File: src/rtl/topk_pkg.sv
// Shared definitions for the top-K accumulator family: state encoding, K,
// and the signed/unsigned greater-than helpers used by every compare stage.
package topk_pkg;

  localparam int TOPK_K  = 8;
  // Common compare width; element values are widened to this before comparing.
  localparam int TOPK_XW = 64;

  typedef enum logic [1:0] {
    IDLE = 2'd0,
    ACC  = 2'd1,
    OUT  = 2'd2
  } acc_state_t;

  // Widen a w-bit value (held in the low bits of x) to TOPK_XW bits,
  // sign-extending when sgn is set and zero-extending otherwise.
  function automatic logic [TOPK_XW-1:0] topk_ext(input logic [TOPK_XW-1:0] x,
                                                  input int w,
                                                  input logic sgn);
    logic [TOPK_XW-1:0] shl_s;
    logic [TOPK_XW-1:0] res_s;
    int                 sh_s;
    sh_s  = TOPK_XW - w;
    shl_s = x << sh_s;
    if (sgn) begin
      res_s = $unsigned($signed(shl_s) >>> sh_s);
    end else begin
      res_s = x;
    end
    return res_s;
  endfunction

  // a > b on widened operands, signed or unsigned.
  function automatic logic cmp_gt(input logic [TOPK_XW-1:0] a,
                                  input logic [TOPK_XW-1:0] b,
                                  input logic sgn);
    logic gt_s;
    if (sgn) begin
      gt_s = ($signed(a) > $signed(b));
    end else begin
      gt_s = (a > b);
    end
    return gt_s;
  endfunction

endpackage

File: src/rtl/topk_bitonic_merge_8.sv
// 8-input bitonic merge network: takes a bitonic sequence and returns it
// sorted descending (y_o[0] largest). Three levels of four compare-exchanges.
// Purely combinational, so it can be reused inside wider accumulators.
module topk_bitonic_merge_8
  import topk_pkg::*;
#(
  parameter int DATAWIDTH = 8
) (
  input  logic                              sign_i,
  input  logic [TOPK_K-1:0][DATAWIDTH-1:0]  x_i,
  output logic [TOPK_K-1:0][DATAWIDTH-1:0]  y_o
);

  function automatic logic gt_w(input logic [DATAWIDTH-1:0] a,
                                input logic [DATAWIDTH-1:0] b,
                                input logic sgn);
    return cmp_gt(topk_ext(TOPK_XW'(a), DATAWIDTH, sgn),
                  topk_ext(TOPK_XW'(b), DATAWIDTH, sgn), sgn);
  endfunction

  logic [DATAWIDTH-1:0] lvl0_s [TOPK_K];
  logic [DATAWIDTH-1:0] lvl1_s [TOPK_K];
  logic [DATAWIDTH-1:0] lvl2_s [TOPK_K];
  logic [DATAWIDTH-1:0] lvl3_s [TOPK_K];

  for (genvar g = 0; g < TOPK_K; g++) begin : g_io
    assign lvl0_s[g] = x_i[g];
    assign y_o[g]    = lvl3_s[g];
  end

  // Level 1: distance-4 half-cleaner, larger element to the lower index.
  for (genvar g = 0; g < 4; g++) begin : g_l1
    localparam int A = g;
    localparam int B = g + 4;
    logic swap_s;
    assign swap_s    = gt_w(lvl0_s[B], lvl0_s[A], sign_i);
    assign lvl1_s[A] = swap_s ? lvl0_s[B] : lvl0_s[A];
    assign lvl1_s[B] = swap_s ? lvl0_s[A] : lvl0_s[B];
  end

  // Level 2: distance-2 compare-exchange inside each half.
  for (genvar g = 0; g < 4; g++) begin : g_l2
    localparam int A = (g / 2) * 4 + (g % 2);
    localparam int B = A + 2;
    logic swap_s;
    assign swap_s    = gt_w(lvl1_s[B], lvl1_s[A], sign_i);
    assign lvl2_s[A] = swap_s ? lvl1_s[B] : lvl1_s[A];
    assign lvl2_s[B] = swap_s ? lvl1_s[A] : lvl1_s[B];
  end

  // Level 3: adjacent compare-exchange finishes the descending order.
  for (genvar g = 0; g < 4; g++) begin : g_l3
    localparam int A = 2 * g;
    localparam int B = A + 1;
    logic swap_s;
    assign swap_s    = gt_w(lvl2_s[B], lvl2_s[A], sign_i);
    assign lvl3_s[A] = swap_s ? lvl2_s[B] : lvl2_s[A];
    assign lvl3_s[B] = swap_s ? lvl2_s[A] : lvl2_s[B];
  end

endmodule

File: src/rtl/topk_acc_8.sv
// Streaming top-8 accumulator. Merges descending-sorted 8-element blocks
// into a running top-8 and presents the frame result on valid/ready.
// Optional feature macro: TOPK_ACC_PIPE_EN registers the max-stage output
// before the merge network (one block every 2 cycles, result latency 2).
module topk_acc_8
  import topk_pkg::*;
#(
  parameter int DATAWIDTH = 8,
  parameter int CNTWIDTH  = 16
) (
  input  logic                              clk_i,
  input  logic                              rstn_i,
  input  logic                              valid_i,
  output logic                              ready_o,
  input  logic                              last_i,
  input  logic                              sign_i,
  input  logic [TOPK_K-1:0][DATAWIDTH-1:0]  x_i,
  output logic                              valid_o,
  input  logic                              ready_i,
  output logic [TOPK_K-1:0][DATAWIDTH-1:0]  y_o,
  output logic [CNTWIDTH-1:0]               blk_cnt_o
);

  localparam int VW = TOPK_K * DATAWIDTH;

  function automatic logic gt_w(input logic [DATAWIDTH-1:0] a,
                                input logic [DATAWIDTH-1:0] b,
                                input logic sgn);
    return cmp_gt(topk_ext(TOPK_XW'(a), DATAWIDTH, sgn),
                  topk_ext(TOPK_XW'(b), DATAWIDTH, sgn), sgn);
  endfunction

  acc_state_t                      state_r, state_nxt_s;
  logic [TOPK_K-1:0][DATAWIDTH-1:0] acc_r, acc_nxt_s;
  logic [TOPK_K-1:0][DATAWIDTH-1:0] max_s, merge_in_s, merged_s;
  logic [TOPK_K-1:0][DATAWIDTH-1:0] y_r, y_nxt_s;
  logic [CNTWIDTH-1:0]             cnt_r, cnt_nxt_s, cnt_inc_s;
  logic [CNTWIDTH-1:0]             blk_cnt_r, blk_cnt_nxt_s;
  logic                            sign_r, sign_nxt_s;
  logic                            valid_r, valid_nxt_s;
  logic                            ready_r, ready_nxt_s;
  logic                            accept_s;
  logic                            busy_nxt_s;

`ifdef TOPK_ACC_PIPE_EN
  logic                            busy_r;
  logic                            last_r, last_nxt_s;
  logic [TOPK_K-1:0][DATAWIDTH-1:0] stage_r, stage_nxt_s;
`endif

  assign accept_s  = valid_i && ready_r;
  assign cnt_inc_s = (cnt_r == {CNTWIDTH{1'b1}}) ? cnt_r : cnt_r + CNTWIDTH'(1);

  // Max stage: stored descending vs incoming reversed (ascending) gives a
  // bitonic sequence that holds the top-8 of the union.
  for (genvar g = 0; g < TOPK_K; g++) begin : g_max
    assign max_s[g] = gt_w(x_i[TOPK_K-1-g], acc_r[g], sign_r) ? x_i[TOPK_K-1-g] : acc_r[g];
  end

`ifdef TOPK_ACC_PIPE_EN
  assign merge_in_s = stage_r;
`else
  assign merge_in_s = max_s;
`endif

  topk_bitonic_merge_8 #(
    .DATAWIDTH (DATAWIDTH)
  ) u_merge (
    .sign_i (sign_r),
    .x_i    (merge_in_s),
    .y_o    (merged_s)
  );

  // Next-state, accumulator, counter and registered-output computation.
  always_comb begin
    state_nxt_s = state_r;
    acc_nxt_s   = acc_r;
    cnt_nxt_s   = cnt_r;
    sign_nxt_s  = sign_r;
    busy_nxt_s  = 1'b0;
`ifdef TOPK_ACC_PIPE_EN
    busy_nxt_s  = busy_r;
    last_nxt_s  = last_r;
    stage_nxt_s = stage_r;
`endif
    case (state_r)
      IDLE: begin
        if (accept_s) begin
          sign_nxt_s = sign_i;
          cnt_nxt_s  = CNTWIDTH'(1);
`ifdef TOPK_ACC_PIPE_EN
          // First block skips the max stage but still goes through the
          // pipeline register so every block sees the same latency.
          stage_nxt_s = x_i;
          busy_nxt_s  = 1'b1;
          last_nxt_s  = last_i;
          state_nxt_s = ACC;
`else
          acc_nxt_s   = x_i;
          state_nxt_s = last_i ? OUT : ACC;
`endif
        end else begin
          state_nxt_s = IDLE;
        end
      end
      ACC: begin
`ifdef TOPK_ACC_PIPE_EN
        if (busy_r) begin
          acc_nxt_s   = merged_s;
          busy_nxt_s  = 1'b0;
          state_nxt_s = last_r ? OUT : ACC;
        end else if (accept_s) begin
          stage_nxt_s = max_s;
          busy_nxt_s  = 1'b1;
          last_nxt_s  = last_i;
          cnt_nxt_s   = cnt_inc_s;
        end else begin
          state_nxt_s = ACC;
        end
`else
        if (accept_s) begin
          acc_nxt_s   = merged_s;
          cnt_nxt_s   = cnt_inc_s;
          state_nxt_s = last_i ? OUT : ACC;
        end else begin
          state_nxt_s = ACC;
        end
`endif
      end
      OUT: begin
        if (ready_i) begin
          state_nxt_s = IDLE;
          acc_nxt_s   = {VW{1'b0}};
          cnt_nxt_s   = {CNTWIDTH{1'b0}};
        end else begin
          state_nxt_s = OUT;
        end
      end
      default: begin
        state_nxt_s = IDLE;
        acc_nxt_s   = {VW{1'b0}};
        cnt_nxt_s   = {CNTWIDTH{1'b0}};
      end
    endcase

    // Result fields are only non-zero while the result is presented.
    if (state_nxt_s == OUT) begin
      valid_nxt_s   = 1'b1;
      y_nxt_s       = acc_nxt_s;
      blk_cnt_nxt_s = cnt_nxt_s;
    end else begin
      valid_nxt_s   = 1'b0;
      y_nxt_s       = {VW{1'b0}};
      blk_cnt_nxt_s = {CNTWIDTH{1'b0}};
    end
    ready_nxt_s = (state_nxt_s != OUT) && !busy_nxt_s;
  end

  // State, accumulator and registered outputs.
  always_ff @(posedge clk_i or negedge rstn_i) begin
    if (!rstn_i) begin
      state_r   <= IDLE;
      acc_r     <= {VW{1'b0}};
      cnt_r     <= {CNTWIDTH{1'b0}};
      sign_r    <= 1'b0;
      valid_r   <= 1'b0;
      ready_r   <= 1'b1;
      y_r       <= {VW{1'b0}};
      blk_cnt_r <= {CNTWIDTH{1'b0}};
    end else begin
      state_r   <= state_nxt_s;
      acc_r     <= acc_nxt_s;
      cnt_r     <= cnt_nxt_s;
      sign_r    <= sign_nxt_s;
      valid_r   <= valid_nxt_s;
      ready_r   <= ready_nxt_s;
      y_r       <= y_nxt_s;
      blk_cnt_r <= blk_cnt_nxt_s;
    end
  end

`ifdef TOPK_ACC_PIPE_EN
  // Pipeline register between the max stage and the merge network.
  always_ff @(posedge clk_i or negedge rstn_i) begin
    if (!rstn_i) begin
      busy_r  <= 1'b0;
      last_r  <= 1'b0;
      stage_r <= {VW{1'b0}};
    end else begin
      busy_r  <= busy_nxt_s;
      last_r  <= last_nxt_s;
      stage_r <= stage_nxt_s;
    end
  end
`endif

  assign ready_o   = ready_r;
  assign valid_o   = valid_r;
  assign y_o       = y_r;
  assign blk_cnt_o = blk_cnt_r;

endmodule

File: config.mk
export PLATFORM = sky130hd
export DESIGN_NAME = topk_acc_8
export DESIGN_NICKNAME = d
export VERILOG_FILES = /design/src/rtl/topk_pkg.sv /design/src/rtl/topk_bitonic_merge_8.sv /design/src/rtl/topk_acc_8.sv
export SDC_FILE = /design/constraint.sdc
export NUM_CORES = 1
export LEC_CHECK = 0
export ABC_AREA = 1
export CORE_ASPECT_RATIO = 1.25
export CORE_MARGIN = 2
export CORE_UTILIZATION = 46
export CTS_BUF_LIST = sky130_fd_sc_hd__clkbuf_8
export CTS_CLUSTER_DIAMETER = 150
export DETAILED_ROUTE_END_ITERATION = 10
export DONT_BUFFER_PORTS = 1
export PLACE_DENSITY = 0.66
export SYNTH_ARGS = -nofsm -noshare
export SYNTH_HDL_FRONTEND = slang
export SYNTH_SLANG_ARGS = --single-unit
File: constraint.sdc
create_clock -name clk_i -period 8.2 [get_ports clk_i]
set_input_delay 0.82 -clock clk_i [delete_from_list [all_inputs] [get_ports clk_i]]
set_output_delay 0.82 -clock clk_i [all_outputs]
set_load 0.02 [all_outputs]
==> flow_metrics.env <==
export IMPL_stdcell_count=3026
export IMPL_worstRegToRegCells=41
export IMPL_path_clk_slew_ns=0.12
export IMPL_nFillCells=3475
export IMPL_crit_buf_inv=5
export IMPL_ctsHtreeMaxLevel=4
export IMPL_cp_end_kind="register"
export IMPL_grt_util_all_layers=0.334
export IMPL_top_usage_layer="met2"
export IMPL_synthMuxAreaShare=0
export IMPL_dp_hpwl_mm=46.7
export IMPL_routedWlPerCell_um=19.9
export IMPL_crit_path_start_kind="register"
export IMPL_layout_common_cells="nand2_1 (645), inv_1 (375), nand3_1 (249)"
export IMPL_final_hold_violation_count=0
export IMPL_setup_tns_ns=0
export IMPL_use_met2=0.538
export IMPL_reg2reg_to="y_o[57]"
export IMPL_syn_avg_cell_area_um2=6.41
export IMPL_r2r_setup_slack_ns=0.67
export IMPL_fin_skew_ns=0.0328
export IMPL_post_cts_buffers=0
export IMPL_rows=76
export IMPL_grt_pass1_vias=16100
export IMPL_ys_warnings_count=0
export IMPL_worstMarginPinSlew_ns=1.03
export IMPL_drt_wl_total_mm=60.3
export IMPL_ys_types=49
export IMPL_grt_pass1_wl_mm=91.4
export IMPL_cp_top_family="simple AND/OR/NAND/NOR gates"
export IMPL_grt_remaining_overflow=0
export IMPL_crit_required_ns=8.56
export IMPL_cts_sinks=165
export IMPL_fin_crit_ns=7.53
export IMPL_drc_errors=0
export IMPL_crit_type="register to register"
export IMPL_areaGrowthSynthToFinish_pct=9.48
export IMPL_start_util=0.467
export IMPL_clockRootBuffer="clkbuf_8"
export IMPL_viasPerCell=5.67
export IMPL_hp_class="primary input to asynchronous set/reset pin"
export IMPL_die_area_um2=36600
export IMPL_place_worst_setup_slack_ns=0.581
export IMPL_dp_cells=2992
export IMPL_dr_total_vias=17200
export IMPL_cp_arrival_ns=7.88
export IMPL_ys_flop_type="dfrtp_1"
export IMPL_yosysSeqAreaShare=0.256
export IMPL_async_flop_share=1.00
export IMPL_grt_max_degree=165
export IMPL_r2r_start="sign_r"
export IMPL_synth_simple_gate_area_frac=0.307
export IMPL_nets=2793
export IMPL_antenna_found_initial=1
export IMPL_gp_congestion=1.01
export IMPL_cp_max_fo=28
export IMPL_drtIter0Drc=1497
export IMPL_dr_pass1_iters=6
export IMPL_synth_fp_nets=2763
export IMPL_die_w_um=171
export IMPL_fp_dieH_um=213
export IMPL_synth_fa_ha_area_frac=0.139
export IMPL_max_freq_ghz=0.133
export IMPL_critPathMostFrequentCell="nand2_1"
export IMPL_synth_top_family_by_area="simple AND/OR/NAND/NOR gates"
export IMPL_use_met1=0.409
export IMPL_drv_cap=0
export IMPL_cts_tree="done"
export IMPL_ys_ff_latch=165
export IMPL_rsz0062_at_grt="false"
export IMPL_syn_instance_count=2514
export IMPL_worst_path_max_delay_cell="o21ai_0"
export IMPL_drive_above_1_share=0.0860
export IMPL_ios=152
export IMPL_synth_area_um2=16100
export IMPL_worst_slack_ns=0.673
export IMPL_antenna_left=0
export IMPL_worstSkewPairLatency_ns=0.54
export IMPL_synth_compound_area_frac=0.181
export IMPL_use_met3=0.0764
export IMPL_slowest_delay_ns=0.57
export IMPL_synth_xor_area_frac=0.00109
export IMPL_slew_headroom=0.307
export IMPL_final_max_slew_viol_count=0
export IMPL_coreArea_um2=34500
export IMPL_final_common_cell="nand2_1"
export IMPL_clockBufferDepth=2
export IMPL_status="finished, final reports clean"
export IMPL_cp_depth=41
export IMPL_setup_viol=0
export IMPL_period_share=0.918
export IMPL_synth_edf_count=0
export IMPL_portBuffers=0
export IMPL_cts_inserted_buffers=17
## final cells by class
cell class              count  area (um^2)  share of cell area
inverters                 387         1460              0.0827
repair buffers            109          863              0.0489
clock inverters            15          219              0.0124
clock buffers              17          234              0.0133
multi-input cells        1864        10200               0.575
flip-flops and latches    165         4130               0.234
diodes                      1         2.50            0.000142
well taps                 468          586              0.0332
## metal layers
layer,vias up,share of wire
met2,750,0.45
met4,0,0.065
met3,175,0.087
li1,8277,-
met5,-,0
met1,7961,0.40
## state kept, by name, indices dropped and copies added, names as in the netlist
register and flops:
acc_r 64, y_o 64, blk_cnt_o 16, cnt_r 16, state_r 2, ready_o 1
sign_r 1, valid_o 1
## worst reg2reg max path: cells and delay by family (launching register included)
kind	cells	cell delay, ns
DFF	1	0.43
and+or+nand+nor	23	2.53
adders and majority gates	4	1.26
buffers and inverters	5	1.00
AOI/OAI and AO/OA	9	2.16
## repair_timing
item | 4_1_cts | 5_1_grt
hold buffers | 1 | 0
resized for setup | 0 | 7
endpoints found under the setup margin | 0 | 78
endpoints found under the hold margin | 164 | 0
## Yosys cell counts (4+ instances only)
cell type,count,area (um^2)
a21oi_1,197,986
a21oi_2,4,35.0
a221oi_1,5,43.8
and2_1,27,169
buf_1,8,30.0
buf_2,12,60.1
clkbuf_1,73,274
dfrtp_1,164,4100
ha_1,179,2240
inv_1,379,1420
inv_2,7,26.3
nand2_1,648,2430
nand2_2,33,206
nand2_4,5,56.3
nand3_1,249,1250
nand3_2,4,40.0
nand4_1,12,75.1
nor2_1,165,619
nor3_1,5,25.0
o211ai_1,5,37.5
o21ai_0,205,1030
o21ai_1,18,90.1
o21bai_1,8,60.1
o22ai_1,44,275
o31ai_1,10,75.1
o32ai_1,12,105
## cells by family (layout without fill, tap and decap cells)
group | count (synthesis) | count (layout)
AND/OR/NAND/NOR | 1159 | 1159
AO/OA/AOI/OAI | 524 | 524
buffers and inverters | 485 | 528
adder cells (fa/ha/maj) | 179 | 179
flip-flops | 165 | 165
XOR/XNOR | 2 | 2
other | 0 | 1
## worst max-delay path by stage
| stage | from | to | slack, ns |
|---|---|---|---|
| after detailed placement | x_i[47] | y_o[35] | 0.58 |
| final | sign_r | y_o[57] | 0.67 |
| after global routing | sign_r | y_o[2] | 0.02 |
| after floorplan | sign_r | y_o[7] | 0.74 |
| after CTS | sign_r | y_o[35] | 0.71 |
| after global placement | x_i[41] | y_o[57] | 0.70 |
## metrics by stage
step,utilization,cell area (um^2),hold WS [ns]
floorplan,-,16100,0.468
global placement,0.497,17200,0.492
detailed placement,0.497,17200,0.491
CTS,0.511,17600,0.0943
global route,0.511,17600,0.0768
finish,0.511,17600,0.121
Power is not shown: default switching activity piles up to over one toggle a cycle in this logic, so the estimate is an artifact.
